[config.mk]
export PLATFORM = sky130hd
export DESIGN_NAME = ovl_fire_collector
export DESIGN_NICKNAME = d
export VERILOG_FILES = /design/src/rtl/ovl_fabric_pkg.sv /design/src/rtl/ovl_evt_fifo.sv /design/src/rtl/ovl_fire_collector.sv
export SDC_FILE = /design/constraint.sdc
export NUM_CORES = 1
export LEC_CHECK = 0
export CAP_MARGIN = 20
export CELL_PAD_IN_SITES_DETAIL_PLACEMENT = 1
export CELL_PAD_IN_SITES_GLOBAL_PLACEMENT = 1
export CORE_ASPECT_RATIO = 1.2
export CORE_MARGIN = 3
export CORE_UTILIZATION = 42
export CTS_CLUSTER_SIZE = 24
export DETAILED_ROUTE_END_ITERATION = 12
export GPL_TIMING_DRIVEN = 0
export PLACE_DENSITY_LB_ADDON = 0.1
export SLEW_MARGIN = 30
export SYNTH_ARGS = -nofsm -noshare
export SYNTH_HDL_FRONTEND = slang
export SYNTH_HIERARCHICAL = 1
export SYNTH_SLANG_ARGS = --single-unit
[constraint.sdc]
create_clock -name clk -period 4.2 [get_ports clk]
set_input_delay 0.63 -clock clk [delete_from_list [all_inputs] [get_ports clk]]
set_output_delay 0.63 -clock clk [all_outputs]
set_load 0.02 [all_outputs]
[src/rtl/ovl_fabric_pkg.sv]
// ---------------------------------------------------------------------------
// ovl_fabric_pkg
// Shared types and helpers for the OVL fire collection fabric.
//   ID_W      : checker index width for the default 8-checker fabric
//   evt_t     : one queued fire event {checker id, timestamp}
//   prio_t    : result of prio_enc {found, index}
//   prio_enc  : lowest-set-bit priority encoder over a 32-bit vector
// ---------------------------------------------------------------------------
package ovl_fabric_pkg;

    localparam int N_CHK_DFLT = 8;
    localparam int TS_W_DFLT  = 16;
    localparam int ID_W       = (N_CHK_DFLT > 1) ? $clog2(N_CHK_DFLT) : 1;

    typedef struct packed {
        logic [ID_W-1:0]      id;
        logic [TS_W_DFLT-1:0] ts;
    } evt_t;

    typedef struct packed {
        logic       found;
        logic [4:0] idx;
    } prio_t;

    // Scans downwards so the last assignment left standing is the lowest set bit.
    function automatic prio_t prio_enc(input logic [31:0] vec);
        prio_t res;
        res = '0;
        for (int i = 31; i >= 0; i--) begin
            if (vec[i]) begin
                res.found = 1'b1;
                res.idx   = 5'(i);
            end
        end
        return res;
    endfunction

endpackage

[src/rtl/ovl_evt_fifo.sv]
// ---------------------------------------------------------------------------
// ovl_evt_fifo
// Synchronous FIFO with a valid/ready read side.
//   clk, rst   : clock, synchronous active-high reset
//   clear      : synchronous flush (pointers back to empty)
//   push       : write push_data this cycle
//   push_data  : W-bit entry
//   out_valid  : FIFO not empty
//   out_ready  : consumer takes the head entry when out_valid is high
//   out_data   : head entry (zero while empty)
//   full       : occupancy == DEPTH
// ---------------------------------------------------------------------------
module ovl_evt_fifo #(
    parameter int W     = 19,
    parameter int DEPTH = 4
) (
    input  logic         clk,
    input  logic         rst,
    input  logic         clear,
    input  logic         push,
    input  logic [W-1:0] push_data,
    output logic         out_valid,
    input  logic         out_ready,
    output logic [W-1:0] out_data,
    output logic         full
);

    localparam int AW = $clog2(DEPTH);

    logic [W-1:0] mem [DEPTH];
    logic [AW:0]  wr_ptr;
    logic [AW:0]  rd_ptr;
    logic         empty;
    logic         pop;
    logic         do_push;

    // Extra pointer MSB distinguishes full from empty when the indices match.
    assign empty     = (wr_ptr == rd_ptr);
    assign full      = (wr_ptr[AW] != rd_ptr[AW]) && (wr_ptr[AW-1:0] == rd_ptr[AW-1:0]);
    assign out_valid = ~empty;
    assign pop       = out_valid & out_ready;
    // When full, a push is only legal alongside a pop; the head slot is read
    // out before the same slot is overwritten at the edge.
    assign do_push   = push & (~full | pop);
    assign out_data  = empty ? '0 : mem[rd_ptr[AW-1:0]];

    always_ff @(posedge clk) begin
        if (rst || clear) begin
            wr_ptr <= '0;
            rd_ptr <= '0;
        end else begin
            if (do_push) wr_ptr <= wr_ptr + 1'b1;
            if (pop)     rd_ptr <= rd_ptr + 1'b1;
        end
    end

    always_ff @(posedge clk) begin
        if (!rst && !clear && do_push) begin
            mem[wr_ptr[AW-1:0]] <= push_data;
        end
    end

endmodule

[src/rtl/ovl_fire_collector.sv]
// ---------------------------------------------------------------------------
// ovl_fire_collector
// Collects single-bit OVL checker fire lines into sticky waiting bits, then
// serialises them, lowest index first, into an event FIFO of
// {checker id, timestamp} read over valid/ready.
//   clk, rst      : clock, synchronous active-high reset (highest priority)
//   enable        : capture enable (FIFO keeps draining when low)
//   fire_in       : per-checker fire
//   fire_mask     : 1 = checker participates
//   clear         : flush waiting bits, FIFO and coalesce count (not timestamp)
//   evt_valid/evt_ready/evt_id/evt_ts : event output handshake
//   waiting       : captured hits not yet pushed
//   coalesce_cnt  : saturating count of hits merged into already-set bits
//   fifo_full     : FIFO occupancy == FIFO_DEPTH
// ---------------------------------------------------------------------------
module ovl_fire_collector
    import ovl_fabric_pkg::*;
#(
    parameter int N_CHK      = N_CHK_DFLT,
    parameter int FIFO_DEPTH = 4,
    parameter int TS_W       = TS_W_DFLT,
    parameter int CNT_W      = 8,
    localparam int EVT_ID_W  = (N_CHK > 1) ? $clog2(N_CHK) : 1
) (
    input  logic                clk,
    input  logic                rst,
    input  logic                enable,
    input  logic [N_CHK-1:0]    fire_in,
    input  logic [N_CHK-1:0]    fire_mask,
    input  logic                clear,
    output logic                evt_valid,
    input  logic                evt_ready,
    output logic [EVT_ID_W-1:0] evt_id,
    output logic [TS_W-1:0]     evt_ts,
    output logic [N_CHK-1:0]    waiting,
    output logic [CNT_W-1:0]    coalesce_cnt,
    output logic                fifo_full
);

    localparam int SUM_W = CNT_W + 6;

    logic [TS_W-1:0]          ts;
    logic [N_CHK-1:0]         hit;
    logic [N_CHK-1:0]         pushed_onehot;
    logic [N_CHK-1:0]         remain;
    logic [N_CHK-1:0]         coalesced;
    logic [N_CHK-1:0]         waiting_next;
    logic [31:0]              waiting_ext;
    prio_t                    pe;
    logic                     can_accept;
    logic                     push;
    logic [5:0]               n_coal;
    logic [SUM_W-1:0]         coal_sum;
    logic [CNT_W-1:0]         coal_next;
    logic [EVT_ID_W+TS_W-1:0] push_data;
    logic [EVT_ID_W+TS_W-1:0] head_data;

    assign hit = fire_in & fire_mask & {N_CHK{enable}};

    always_comb begin
        waiting_ext = '0;
        waiting_ext[N_CHK-1:0] = waiting;
    end

    assign pe         = prio_enc(waiting_ext);
    assign can_accept = ~fifo_full | (evt_valid & evt_ready);
    assign push       = pe.found & can_accept & ~clear;

    assign pushed_onehot = push ? (N_CHK'(1) << pe.idx) : '0;
    assign remain        = waiting & ~pushed_onehot;
    // A hit only counts as coalesced if its bit survives this cycle's push.
    assign coalesced     = hit & remain;
    assign waiting_next  = remain | hit;

    always_comb begin
        n_coal = '0;
        for (int i = 0; i < N_CHK; i++) begin
            n_coal = n_coal + 6'(coalesced[i]);
        end
    end

    assign coal_sum  = SUM_W'(coalesce_cnt) + SUM_W'(n_coal);
    assign coal_next = (coal_sum[SUM_W-1:CNT_W] != '0) ? {CNT_W{1'b1}} : coal_sum[CNT_W-1:0];

    assign push_data = {pe.idx[EVT_ID_W-1:0], ts};

    always_ff @(posedge clk) begin
        if (rst) begin
            ts <= '0;
        end else begin
            ts <= ts + 1'b1;
        end
    end

    always_ff @(posedge clk) begin
        if (rst || clear) begin
            waiting      <= '0;
            coalesce_cnt <= '0;
        end else begin
            waiting      <= waiting_next;
            coalesce_cnt <= coal_next;
        end
    end

    ovl_evt_fifo #(
        .W     (EVT_ID_W + TS_W),
        .DEPTH (FIFO_DEPTH)
    ) u_fifo (
        .clk       (clk),
        .rst       (rst),
        .clear     (clear),
        .push      (push),
        .push_data (push_data),
        .out_valid (evt_valid),
        .out_ready (evt_ready),
        .out_data  (head_data),
        .full      (fifo_full)
    );

    assign evt_id = head_data[EVT_ID_W+TS_W-1:TS_W];
    assign evt_ts = head_data[TS_W-1:0];

endmodule

* Word level (Yosys, flattened, before mapping) *
Memories as Yosys holds them, arrays and structs flattened. A register that Yosys moved wholly into a read port is not among the register bits.
Cells that the tools add are included.

cells by class
  mux-type cells = 15
  $lt $le $gt $ge = 0
  add/sub/neg operators = 11
  bitwise operators = 14
  reduce and logical (&&, ||, !) cells = 7
  shift operators = 1
  multipliers = 0
  div/mod/pow operators = 0
  equal/unequal tests = 3

operators by type and width
  operator               count
  $mux 6                 8
  $and 8x8->8            4
  $mux 19                1
  $add 16x1->16 const B  1
  $mux 8                 2
  $add 6x1->6            2
  $add 8x6->9            1
  $not 8->8              1
  $or 8x8->8             1
  $shl 1x5->8 const A    1
  $add 3x1->3 const B    2
  $add 5x1->6            1
  $reduce_bool 6->1      1
  $add 4x1->5            1
  $add 3x1->4            1
  $and 1x1->1            4
  $mux 2                 2
  $add 2x1->3            1
  $eq 3x3->1             1
  $logic_and 1x1->1      3
  $not 1->1              3
  $add 1x1->2            1
  $eq 2x2->1             1
  $logic_not 1->1        2
  other kinds (4)        5

word-level totals
  memories kept = 1
  ROM bits = 0
  bits in registers = 38
  memory bits (writable) = 76
  word-level logic and storage cells = 57
  bits of input ports = 21
  latch bits = 0

memories
  name        words  width  read ports  clocked after Yosys merged registers in  write ports  line                RTL
  u_fifo.mem  4      19     1           1                                        1            ovl_evt_fifo.sv:30  logic [W-1:0] mem [DEPTH];

* Longest topological paths before layout *
Gate-level depths: netlist (run 1).

  word-level depth = 24
  depth in mapped cells = 21

* Modules after synthesis *
Netlist (run 1), hierarchy kept.

modules (own cells, without submodules)
  module              sequential area each (µm²)  cells each  times used  area an instance (µm²)
  ovl_evt_fifo        2442.3                      180         1           3417.0
  ovl_fire_collector  640.6                       209         1           1765.4

* Worst setup path before layout (run 1) *
No wires, ideal clock.

  path type = flip-flop to flip-flop
  from = reg u_fifo.wr_ptr[0]
  to = reg coalesce_cnt[5]
  slack = -616 ps
  path buffers = 1
  period minus slack after synthesis = 4816 ps
  setup time = 127 ps
  cell stages (with the launch flop) = 22
  arrival time = 4689 ps
  cells stage by stage = dfxtp_1 > xor2_1 > nor3_1 > buf_2 > inv_1 > nand2_1 > a21o_1 > o21ai_0 > nor2_1 > fa_1 > inv_1 > fa_1 > inv_1 > fa_1 > inv_1 > fa_1 > inv_1 > fa_1 > a211oi_1 > nor2_1 > a41oi_1 > nand3_1

between the ends
  cells in the longest elaborated chain, start to end = 20

RTL lines
  what                         line                       RTL
  start: declaration           ovl_evt_fifo.sv:31         logic [AW:0] wr_ptr;
  start signal: assignment     ovl_evt_fifo.sv:52         if (do_push) wr_ptr <= wr_ptr + 1'b1;
  $eq 3x3->1 *                 ovl_evt_fifo.sv:38         assign empty = (wr_ptr == rd_ptr);
  $not 1->1 *                  ovl_evt_fifo.sv:40         assign out_valid = ~empty;
  named net evt_valid          ovl_fire_collector.sv:31   output logic evt_valid,
  $and 1x1->1 *                ovl_fire_collector.sv:66   assign can_accept = ~fifo_full | (evt_valid & evt_ready);
  $or 1x1->1 *                 ovl_fire_collector.sv:66
  $and 1x1->1 * (2 in series)  ovl_fire_collector.sv:67   assign push = pe.found & can_accept & ~clear;
  $mux 8 *                     ovl_fire_collector.sv:69   assign pushed_onehot = push ? (N_CHK'(1) << pe.idx) : '0;
  $not 8->8 *                  ovl_fire_collector.sv:70   assign remain = waiting & ~pushed_onehot;
  (+4 left out)                --
  $add 3x1->4                  ovl_fire_collector.sv:78   n_coal = n_coal + 6'(coalesced[i]);
  $add 4x1->5                  ovl_fire_collector.sv:78
  $add 5x1->6                  ovl_fire_collector.sv:78
  $add 6x1->6                  ovl_fire_collector.sv:78
  $add 6x1->6 *                ovl_fire_collector.sv:78
  $add 8x6->9 *                ovl_fire_collector.sv:82   assign coal_sum = SUM_W'(coalesce_cnt) + SUM_W'(n_coal);
  $reduce_bool 6->1            ovl_fire_collector.sv:83   assign coal_next = (coal_sum[SUM_W-1:CNT_W] != '0) ? {CNT_W{1'b1}} : coal_sum[CNT_W-1:0];
  $mux 8 *                     ovl_fire_collector.sv:83
  end signal: assignment       ovl_fire_collector.sv:101  coalesce_cnt <= coal_next;
  end: declaration             ovl_fire_collector.sv:36   output logic [CNT_W-1:0] coalesce_cnt,

Mark *: on every way through the listed nets, which the timed path passes. The rest lies on a longest branch.
A chain may end at the register's enable or synchronous reset.

* Worst setup path after layout (run 1) *
  from = reg u_fifo.rd_ptr[2]
  to = reg coalesce_cnt[7]

between the ends
  cells in the longest elaborated chain, start to end = 20

RTL lines
  what                                            line                                    RTL
  start: declaration                              ovl_evt_fifo.sv:32                      logic [AW:0] rd_ptr;
  start signal: assignment                        ovl_evt_fifo.sv:53                      if (pop) rd_ptr <= rd_ptr + 1'b1;
  $eq 3x3->1 or $ne 1x1->1 (tied branches)        ovl_evt_fifo.sv:38, ovl_evt_fifo.sv:39
  $not 1->1 or $logic_and 1x1->1 (tied branches)  ovl_evt_fifo.sv:40, ovl_evt_fifo.sv:39
  $and 1x1->1 or $not 1->1 (tied branches)        ovl_fire_collector.sv:66
  $or 1x1->1 *                                    ovl_fire_collector.sv:66
  $and 1x1->1 * (2 in series)                     ovl_fire_collector.sv:67
  $mux 8 *                                        ovl_fire_collector.sv:69
  $not 8->8 *                                     ovl_fire_collector.sv:70
  $and 8x8->8 *                                   ovl_fire_collector.sv:70
  (+3 left out)                                   --
  $add 3x1->4                                     ovl_fire_collector.sv:78
  $add 4x1->5                                     ovl_fire_collector.sv:78
  $add 5x1->6                                     ovl_fire_collector.sv:78
  $add 6x1->6                                     ovl_fire_collector.sv:78
  $add 6x1->6 *                                   ovl_fire_collector.sv:78
  $add 8x6->9 *                                   ovl_fire_collector.sv:82
  $reduce_bool 6->1                               ovl_fire_collector.sv:83
  $mux 8 *                                        ovl_fire_collector.sv:83

Every way passes the cells marked *; elsewhere a longest branch is shown, timed or not.

==> impl_results.md, run 1 <==
* Simple-Gate Fraction of Synth Area at 12.3%
* Reg2Reg Capture Point: coalesce_cnt[7]$_SDFF_PP0_
* Initial antenna violation count at 0
* CP endpoint kind: flip-flop
* First-pass GRT wire length at about 20 mm
* Full die area at around 0.014 mm2
* Syn Std Cell Area at around 0.0052 mm2
* Maxcap violations at 0
* Hold Crit Class: flip-flop to flip-flop
* CP startpoint kind: flip-flop
* Io pins at 58
* Sequential share of the synthesized area at about three fifths
* Clk sink count at ~120
* Post-DP Area at approximately 0.0061 mm2
* N_diodes at 0
* Adder-Cell Fraction of Synth Area at slightly below 5%
* Leak at ~2.4 nW
* HP Start: u_fifo/wr_ptr[2]$_SDFFE_PP0P_
* GRT overflow at 0
* Design area at 0.00700 mm2
* DR iter-0 viols at roughly 130
* CTS root buffer: clkbuf_16
* CTS tree: built
* Multiplexer share of the synthesized area at 10.2%
* FFs w/ async S/R, synth at 0%
* Ys Warns at 6
* CP max stage cell: fa_1
* Gpl congestion at slightly below 0.8
* Levels on crit path at 21
* Critical-path cell list: xor2_4, nor3_4, inv_4, nand2_2, a21o_4, o21ai_4, nor2_4, fa_1, inv_2, fa_1, inv_2, fa_1, inv_2, fa_2, inv_2, fa_2, a211oi_4, buf_6, o21ai_1, nand2_1, mux2i_1
* Final hold viol count at 0
* EDFF count, synth at between 70 and 80
* IO buf count at between 50 and 60
* Max Buffers Root-to-Sink at 2
* Flop and latch count out of synthesis at roughly 120
* Total Nets Final at approximately 530
* Core Region at between 0.01 and 0.015 mm2
* Inserted Clock Buffers at 17
* DIE WIDTH at approximately 110 um
* Post-Route WL at between 10 and 15 mm
* Drt wl/cell at between 15 and 20 um
* Clock Skew at 9.46 ps
* Crit path required time at approximately 4500 ps
* Vias in the first global route at between 3000 and 4000
* Max_slew headroom at about half
* Residual DRC count at 0
* Post-synthesis xor/xnor area fraction at under 10%
* Peak VDD IR at 0.279 mV
* Critical path data arrival time at approximately 4600 ps
* Pin count of the biggest net entering global routing at 17
* Setup WS post-layout at -156 ps
* Via count at ~3600
* Predominant post-synthesis flop cell: edfxtp_1
* Initial Util at 44.0%
* Period utilization at 104%
* Cell seen most often among critical-path stages: inv_2
* Status: finished with violations
* Max Slew Vio Count at 0
* RSZ-0062 raised after global routing: yes
* Max Clock Freq at 230 MHz
* Final HPWL DP at between 8 and 9 mm
* Syn Nets at around 430
* CP peak stage delay at approximately 540 ps
* H-Tree Depth at 4
* Crit path buffers/inverters at 6
* FF-to-FF Start: u_fifo/rd_ptr[2]$_SDFFE_PP0N_
* Worst-path clk slew at ~60 ps
* Mapped Cells at roughly 390
* Gr usage total at about a fifth
* Fillers at between 1000 and 1500
* Syn Area/Cell at ~13 um2
* Die Y at around 130 um
* Crit Path Class: flip-flop to flip-flop
* Hold worst-path end: u_fifo/wr_ptr[2]$_SDFFE_PP0P_
* Cell family with most CP delay: adder cells
* Synth Area in Compound Gates at 7.27%
* Clk Latency, worst-skew pair at approximately 410 ps
* Final ANT Viol Nets at 0
* Synthesis-to-layout area growth at 35.0%
* Crit path time final at approximately 4400 ps
* Total power at 2.81 mW
* Worst Max-Slew Pin Slew at 747 ps
* PwrDens at ~400 mW/mm2
* Fraction of layout cells with a size suffix above 1 at 23.6%
* FF-to-FF setup slack at -160 ps
* DR pass1 iterations at 4
* Library cells used by synthesis at 49
* Final setup fails at 8
* Std cell rows at 43
* Cell depth of the worst hold path at 2
* Routed vias/inst at between 5 and 6
* Worst r2r path cells at 21
* CP max FO at 4
* Failing checks: setup timing
* Largest family of logic cells by synthesized area: simple AND/OR/NAND/NOR gates
-- flip-flops by register name (all words and copies together), names as in the netlist, named ones only --
name,cells
coalesce_cnt,8
u_fifo/rd_ptr,3
u_fifo/mem,76
ts,16
waiting,8
u_fifo/wr_ptr,3
-- synth_stat cells (7+ instances only) --
| master | count | area share, % |
|---|---|---|
| edfxtp_1 | 76 | 44 |
| dfxtp_1 | 40 | 15 |
| nor2_1 | 28 | 2.0 |
| nor2b_1 | 24 | 2.9 |
| inv_1 | 22 | 1.6 |
| nand2_1 | 21 | 1.5 |
| mux4_2 | 14 | 6.1 |
| a21oi_1 | 13 | 1.3 |
| ha_1 | 12 | 2.9 |
| nand3_1 | 12 | 1.2 |
| nor3_1 | 12 | 1.2 |
| xnor2_1 | 11 | 1.9 |
| o21ai_0 | 8 | 0.77 |
| mux2i_1 | 7 | 1.4 |
| xor2_1 | 7 | 1.2 |
-- repair_timing --
action                     CTS  global route
buffers inserted             7             8
hold buffers                 0             0
gates resized for setup     18            12
pin swaps                   11            15
cloned                       0             0
setup endpoints to repair    8             8
-- worst register-to-register path, delay by kind of cell (launching register included) --
family                     cells  cell delay (ps)
AOI/OAI and AO/OA              4              790
muxes                          1               70
and+or+nand+nor                4              280
buffers and inverters          6              410
adders and majority gates      5             2090
xor gates and xnor gates       1              220
DFF                            1              390
-- cell usage in the layout, fill, tap and decap left out, types with 4 or more instances in the layout --
cell              n
nand2_1          20
nand4_1           5
buf_4            18
nor2_1           25
dfxtp_1          34
edfxtp_1         76
o21ai_0           6
nor3_2            5
inv_1            17
ha_1             12
clkdlybuf4s50_1  55
a21oi_1          12
xnor2_1          10
or3_1             4
nor3_1            5
mux2i_1           7
inv_2             4
clkbuf_16        17
buf_6             7
dfxtp_4           6
xor2_1            4
mux4_2           14
mux4_1            5
a31oi_1           6
nand3_1          11
nor2b_1          24
nor4_1            6
-- how the worst max path moves through the flow --
stage / startpoint / endpoint / slack (ps)
floorplan: u_fifo/wr_ptr[1]$_SDFFE_PP0P_ / coalesce_cnt[5]$_SDFF_PP0_ / -50
global placement: evt_ready / u_fifo/mem[0][0]$_DFFE_PP_ / -930
detailed placement: evt_ready / coalesce_cnt[0]$_SDFF_PP0_ / -820
CTS: u_fifo/rd_ptr[2]$_SDFFE_PP0N_ / coalesce_cnt[6]$_SDFF_PP0_ / -120
global route: u_fifo/wr_ptr[2]$_SDFFE_PP0P_ / coalesce_cnt[4]$_SDFF_PP0_ / -370
finish: u_fifo/rd_ptr[2]$_SDFFE_PP0N_ / coalesce_cnt[7]$_SDFF_PP0_ / -160
-- report_power, final --
part           internal [mW]  leakage, nW  switching (mW)  total [mW]
Sequential              1.21         1.03          0.0105        1.22
Clock                  0.936        0.290           0.527        1.46
Combinational         0.0586         1.07          0.0665       0.125
Total                   2.21         2.40           0.605        2.81
-- cell families (layout without fill, tap and decap cells) --
family,Yosys count,after routing
compound gates,54,54
xor+xnor,18,18
fa+ha+maj,17,17
buf+inv,33,145
flops,116,116
mux,27,27
simple gates,124,124
-- area by class of cell --
cell class / count / area (um2) / share of cell area (%)
multi-input combinational: 240 / 2150 / 30.7
tap: 157 / 196 / 2.81
buffer: 10 / 65.1 / 0.930
sequential: 116 / 3110 / 44.4
timing repair buffer: 81 / 791 / 11.3
clock inverter: 15 / 180 / 2.58
clock buffer: 17 / 425 / 6.08
inverter: 22 / 85.1 / 1.22
-- per-stage QoR --
step | utilization (%) | setup TNS [ps] | hold slack (ps) | setup slack (ps) | instances
floorplan | - | -174 | 471 | -53.1 | 389
CTS | 58.4 | -783 | 533 | -116 | 651
global placement | 51.2 | -55350 | 484 | -932 | 603
finish | 59.4 | -1150 | 519 | -156 | 658
global route | 59.4 | -2850 | 533 | -369 | 658
detailed placement | 52.2 | -5940 | 496 | -820 | 612
-- per-layer routing --
layer,vias up,share of wire [%],track usage (%)
met5,-,0,0
met4,0,1.3,7.21
met3,16,2.5,4.63
met2,67,57,36.3
met1,1819,40,22.0
li1,1672,-,-
Note: power is estimated with default switching activity, not from simulation.
==> run 2, diff against run 1 <==
--- a/config.mk
+++ b/config.mk
@@ -10,7 +10,8 @@
 export CELL_PAD_IN_SITES_GLOBAL_PLACEMENT = 1
 export CORE_ASPECT_RATIO = 1.2
 export CORE_MARGIN = 3
-export CORE_UTILIZATION = 42
+export CORE_UTILIZATION = 40
+export CTS_BUF_LIST = sky130_fd_sc_hd__clkbuf_8
 export CTS_CLUSTER_SIZE = 24
 export DETAILED_ROUTE_END_ITERATION = 12
 export GPL_TIMING_DRIVEN = 0
==> impl_results.md, run 2 (synthesized netlist as in run 1, its figures left out) <==
* Final HPWL DP at 8.37 mm (-3.5%)
* Setup WS post-layout at -78.4 ps (+77.3 ps)
* Die Y at 131 um (+2.4%)
* Gr usage total at 18.2% (-1.6 points)
* Clk sink count at 116 (unchanged)
* GRT overflow at 0 (unchanged)
* Clk Latency, worst-skew pair at 420 ps (about the same)
* Clock network power share at 43.3% (-8.7 points)
* CP max FO at 6 (+2)
* Cell family with most CP delay: adder cells
* Hold Crit Class: flip-flop to flip-flop
* Full die area at 0.0144 mm2 (+4.7%)
* Power share of the sequential group at 51.5% (+8.0 points)
* RSZ-0062 raised after global routing: yes
* Final ANT Viol Nets at 0 (unchanged)
* Maxcap violations at 0 (unchanged)
* Clock Skew at 8.43 ps (-1.03 ps)
* Commonest non-fill, non-tap cell in the layout: edfxtp_1
* Fraction of layout cells with a size suffix above 1 at 22.7% (-0.86 points)
* Sw Ratio at 22.0% (+0.53 points)
* Drt wl/cell at 17.9 um (-7.9%)
* Fin util at 54.5% (-4.9 points)
* CP endpoint kind: flip-flop
* Post-DP Area at 0.00611 mm2 (-0.59%)
* Setup_tns at -80.5 ps (+1070 ps)
* Io pins at 58 (unchanged)
* Via count at 3464 (-3.1%)
* Max Buffers Root-to-Sink at 2 (unchanged)
* Synthesis-to-layout area growth at 30.3%
* Pin count of the biggest net entering global routing at 20 (+3)
* Initial antenna violation count at 0 (unchanged)
* IO buf count at 57 (unchanged)
* Core Region at 0.0124 mm2 (+5.1%)
* Design area at 0.00675 mm2 (-3.5%)
* Leak at 2.27 nW (-5.1%)
* Total net switching power at 0.523 mW (-14%)
* Commonest non-fill, non-tap cells in the layout: edfxtp_1, clkdlybuf4s50_1, dfxtp_1
* Crit Path Class: flip-flop to flip-flop
* DR iter-0 viols at 117 (-12%)
* Initial Util at 41.8% (-2.1 points)
* Post-CTS Hold Buffers at 0 (unchanged)
* Cell seen most often among critical-path stages: inv_2
* CP peak stage delay at 510 ps (-30 ps)
* Post-Route WL at 11.8 mm (-7.8%)
* N_diodes at 0 (unchanged)
* Period utilization at 102% (-1.8 points)
* DIE WIDTH at 110 um (+2.3%)
* CP startpoint kind: flip-flop
* PwrDens at 351 mW/mm2 (-13%)
* Total Nets Final at 523 (-0.57%)
* Crit path time final at 4280 ps (-77.3 ps)
* Std cell rows at 44 (+2.3%)
* Comb power frac at 5.2% (+0.8 points)
* Worst-path clk slew at 70 ps (about the same)
* Crit path buffers/inverters at 5 (-1)
* H-Tree Depth at 4 (unchanged)
* Status: finished with violations
* Vias in the first global route at 3735 (-5.1%)
* CP max stage cell: fa_1
* First-pass GRT wire length at 19.4 mm (-5.9%)
* CTS root buffer: clkbuf_8
* Routed vias/inst at 5.26 (-3.2%)
* Max_slew headroom at 52.1% (+2.5 points)
* DR pass1 iterations at 4 (unchanged)
* Fillers at 1254 (+11%)
* Worst Max-Slew Pin Slew at 715 ps (-31.8 ps)
* Cell Int Power at 1.85 mW (-16%)
* Crit path required time at 4490 ps (about the same)
* Residual DRC count at 0 (unchanged)
* Max Slew Vio Count at 0 (unchanged)
* Inserted Clock Buffers at 17 (unchanged)
* Critical path data arrival time at 4570 ps (-70 ps)
* Failing checks: setup timing
* CTS tree: built
* Critical-path cell list: xor2_4, buf_6, nor3_4, a21o_4, o21ai_4, nor2_2, fa_1, inv_2, fa_1, inv_2, fa_1, inv_2, fa_2, inv_2, fa_2, a211oi_4, nor2_4, a41oi_2, nand3_1
* Max Clock Freq at 234 MHz (+1.8%)
* Peak VDD IR at 0.182 mV (-35%)
* Max reg flops at 76 (unchanged)
* Total power at 2.37 mW (-16%)
* Final hold viol count at 0 (unchanged)
* Gpl congestion at 0.804 (+2.9%)
* Final setup fails at 3 (-5)
run 2: worst paths after layout:
kind | to | startpoint | cells past startpoint | slack, ps
worst min-delay path | u_fifo/wr_ptr[2]$_SDFFE_PP0P_ | u_fifo/wr_ptr[2]$_SDFFE_PP0P_ | 2 | 540
worst min register to register | u_fifo/wr_ptr[2]$_SDFFE_PP0P_ | u_fifo/wr_ptr[2]$_SDFFE_PP0P_ | 2 | 540
worst max-delay path | coalesce_cnt[5]$_SDFF_PP0_ | u_fifo/rd_ptr[0]$_SDFFE_PP0N_ | 19 | -80
worst max register to register | coalesce_cnt[5]$_SDFF_PP0_ | u_fifo/rd_ptr[0]$_SDFFE_PP0N_ | 19 | -80
run 2: layer usage:
layer,global-route usage [%],wire [um]
met1,20.3,4710
met2,32.7,6500
met5,0,0
met3,4.86,376
met4,7.04,226
run 2: through the flow:
step	hold WS, ps	setup slack, ps	cells
after floorplan	471	-53.1	389
after global placement	483	-904	607
after detailed placement	495	-764	613
after CTS	531	-151	657
after global routing	562	-215	659
final	541	-78.4	659
run 2: worst min-delay path, cell delays in order (launching register included):
cell and delay [ps]:
dfxtp_4 390, nand2_1 60, mux2i_1 50
run 2: timing repair:
action,4_1_cts,5_1_grt
endpoints found under the setup margin,8,8
gates resized for setup,16,17
setup buffers,12,3
hold endpoints to repair,0,0
pin swaps,13,6
run 2: final cells by class:
class / count / area [um2] / area share [%]
clock buffers: 17 / 234 / 3.46
well taps: 161 / 201 / 2.98
multi-input cells: 240 / 2160 / 31.9
flip-flops and latches: 116 / 3110 / 46.0
repair buffers: 78 / 741 / 11.0
plain buffers: 10 / 65.1 / 0.963
inverters: 22 / 85.1 / 1.26
clock inverters: 15 / 166 / 2.46
run 2: power groups by stage:
| stage | Clock, mW | Sequential [mW] | Combinational, mW |
|---|---|---|---|
| 2_1_floorplan | 0 | 1.25 | 0.0582 |
| 3_3_place_gp | 0 | 1.25 | 0.111 |
| 3_5_place_dp | 0 | 1.25 | 0.115 |
| 4_1_cts | 1.06 | 1.22 | 0.123 |
| 5_1_grt | 1.10 | 1.22 | 0.136 |
| 6_report | 1.03 | 1.22 | 0.124 |
==> run 3, diff against run 2 <==
--- a/config.mk
+++ b/config.mk
@@ -16,7 +16,7 @@
 export DETAILED_ROUTE_END_ITERATION = 12
 export GPL_TIMING_DRIVEN = 0
 export PLACE_DENSITY_LB_ADDON = 0.1
-export SLEW_MARGIN = 30
+export SLEW_MARGIN = 20
 export SYNTH_ARGS = -nofsm -noshare
 export SYNTH_HDL_FRONTEND = slang
 export SYNTH_HIERARCHICAL = 1
==> impl_results.md, run 3 (synthesized netlist as in run 1, its figures left out) <==
* Status: finished with violations
* Failing checks: setup timing
* Io pins at 58 (unchanged)
* Critical path data arrival time at 4650 ps (+80 ps)
* CP max FO at 4 (-2)
* Die Y at 131 um (unchanged)
* Routed vias/inst at 5.33 (+1.3%)
* Clk sink count at 116 (unchanged)
* Final hold viol count at 0 (unchanged)
* Power share of the sequential group at 52.2% (+0.7 points)
* CP endpoint kind: flip-flop
* Gpl congestion at 0.804 (unchanged)
* Worst-path clk slew at 70 ps (about the same)
* Max_slew headroom at 51.3% (-0.85 points)
* DIE WIDTH at 110 um (unchanged)
* H-Tree Depth at 4 (unchanged)
* Worst Max-Slew Pin Slew at 728 ps (+12.7 ps)
* Critical-path cell list: xor2_4, nor3_4, inv_4, nand2_2, a21o_4, o21ai_4, nor2_2, fa_1, inv_2, fa_1, inv_2, fa_1, inv_2, fa_2, inv_2, fa_2, a211oi_4, nor2_4, a41oi_2, nand3_1
* Sw Ratio at 21.4% (-0.58 points)
* Total Nets Final at 529 (+1.1%)
* Std cell rows at 44 (unchanged)
* CTS root buffer: clkbuf_8
* Initial antenna violation count at 0 (unchanged)
* Final ANT Viol Nets at 0 (unchanged)
* Maxcap violations at 0 (unchanged)
* Drt wl/cell at 18.4 um (+2.6%)
* GRT overflow at 0 (unchanged)
* Pin count of the biggest net entering global routing at 20 (unchanged)
* Commonest non-fill, non-tap cells in the layout: edfxtp_1, clkdlybuf4s50_1, dfxtp_1
* Vias in the first global route at 3774 (+1.0%)
* Fraction of layout cells with a size suffix above 1 at 22.6% (-0.072 points)
* CP peak stage delay at 540 ps (+30 ps)
* Synthesis-to-layout area growth at 30.6%
* HP Start: ts[15]$_SDFF_PP0_
* Comb power frac at 5.2% (about the same)
* DR iter-0 viols at 146 (+25%)
* CP max stage cell: fa_1
* Peak VDD IR at 0.185 mV (+1.6%)
* Total net switching power at 0.502 mW (-3.9%)
* Clock Skew at 9.57 ps (+1.13 ps)
* Max reg flops at 76 (unchanged)
* Cell Int Power at 1.84 mW (-0.56%)
* Crit Path Class: flip-flop to flip-flop
* Core Region at 0.0124 mm2 (unchanged)
* Initial Util at 41.8% (unchanged)
* Max Buffers Root-to-Sink at 2 (unchanged)
* Final setup fails at 8 (+5)
* Crit path from: u_fifo/rd_ptr[2]$_SDFFE_PP0N_
* N_diodes at 0 (unchanged)
* PwrDens at 346 mW/mm2 (-1.5%)
* Crit path buffers/inverters at 5 (unchanged)
* Via count at 3542 (+2.3%)
* Period utilization at 104% (+1.9 points)
* Leak at 2.31 nW (+1.7%)
* Crit path required time at 4490 ps (about the same)
* Final HPWL DP at 8.46 mm (+1.1%)
* Clock network power share at 42.6% (-0.7 points)
* Clk Latency, worst-skew pair at 430 ps (about the same)
* Max Clock Freq at 229 MHz (-1.8%)
* Setup WS post-layout at -158 ps (-79.3 ps)
* IO buf count at 57 (unchanged)
* FF-to-FF Start: u_fifo/rd_ptr[2]$_SDFFE_PP0N_
* Gr usage total at 18.1% (-0.053 points)
* Inserted Clock Buffers at 17 (unchanged)
* CP startpoint kind: flip-flop
* Commonest non-fill, non-tap cell in the layout: edfxtp_1
* RSZ-0062 raised after global routing: yes
* Max Slew Vio Count at 0 (unchanged)
* Cell seen most often among critical-path stages: inv_2
* Full die area at 0.0144 mm2 (unchanged)
* CTS tree: built
* Hold Crit Class: flip-flop to flip-flop
* Cell Count, Final, Fillers Out at 665 (+0.91%)
* Setup_tns at -818 ps (-738 ps)
* Total placed cells including tap cells at 613 (unchanged)
* First-pass GRT wire length at 19.4 mm (+0.32%)
* DR pass1 iterations at 4 (unchanged)
* Fin Hold WS at 538 ps (-3.14 ps)
* Post-Route WL at 12.2 mm (+3.5%)
* Residual DRC count at 0 (unchanged)
* Crit path time final at 4360 ps (+79.3 ps)
* Cell family with most CP delay: adder cells
run 3: cell types whose count changed in the layout (fill, tap and decap cells not counted), sizes merged:
cell | previous run | this run
clkinvlp | 5 | 3
clkinv | 4 | 5
buf | 26 | 32
inv | 25 | 26
run 3: what timing repair did:
item                                    CTS  global route
resized for setup                        20             8
pin swaps                                14            16
hold endpoints to repair                  0             0
hold buffers                              0             0
endpoints found under the setup margin    8             8
buffers inserted                         15             6
run 3: metrics by stage:
| step | utilization, % | setup WS (ps) | cell area (um2) | power, mW |
|---|---|---|---|---|
| 2_1_floorplan | - | -53.1 | 5270 | 1.31 |
| 3_3_place_gp | 48.8 | -904 | 6040 | 1.36 |
| 3_5_place_dp | 49.4 | -763 | 6110 | 1.36 |
| 4_1_cts | 54.2 | -131 | 6710 | 2.36 |
| 5_1_grt | 54.7 | -332 | 6770 | 2.43 |
| 6_report | 54.7 | -158 | 6770 | 2.34 |
run 3: cell type report:
cell class / count / area, um2
sequential: 116 / 3110
buffer: 10 / 63.8
multi-input combinational: 240 / 2140
clock buffer: 17 / 234
clock inverter: 15 / 151
fill: 1258 / 5620
tap: 161 / 201
inverter: 22 / 85.1
timing repair buffer: 84 / 790
run 3: worst paths after layout:
path / to / slack, ps / depth (start not counted)
hold reg to reg: u_fifo/mem[3][15]$_DFFE_PP_ / 540 / 0
hold / removal: u_fifo/mem[3][15]$_DFFE_PP_ / 540 / 0
setup reg to reg: coalesce_cnt[5]$_SDFF_PP0_ / -160 / 20
setup / recovery: coalesce_cnt[5]$_SDFF_PP0_ / -160 / 20
run 3: worst register-to-register path, cell delays in order, from the launching register on:
cell and delay, ps:
dfxtp_4 370, xor2_4 210, nor3_4 90, inv_4 60
nand2_2 50, a21o_4 250, o21ai_4 170, nor2_2 70
fa_1 490, inv_2 40, fa_1 540, inv_2 40
fa_1 470, inv_2 70, fa_2 220, inv_2 50
fa_2 410, a211oi_4 290, nor2_4 70, a41oi_2 160
nand3_1 110
run 3: power by group through the flow:
stage	Clock (mW)	Combinational, mW	Sequential, mW
after floorplan	0	0.0582	1.25
after CTS	1.02	0.124	1.22
after detailed placement	0	0.116	1.25
after global placement	0	0.111	1.25
after global routing	1.07	0.135	1.22
final	0.997	0.122	1.22
run 3: layer usage:
layer / GRT usage (%) / share of wire, % / vias to the layer above / wire length, um
met3: 4.28 / 3.5 / 24 / 423
met4: 7.04 / 2.5 / 0 / 310
met5: 0 / 0 / - / 0
li1: - / - / 1672 / -
met2: 32.8 / 54 / 72 / 6560
met1: 20.4 / 40 / 1774 / 4930
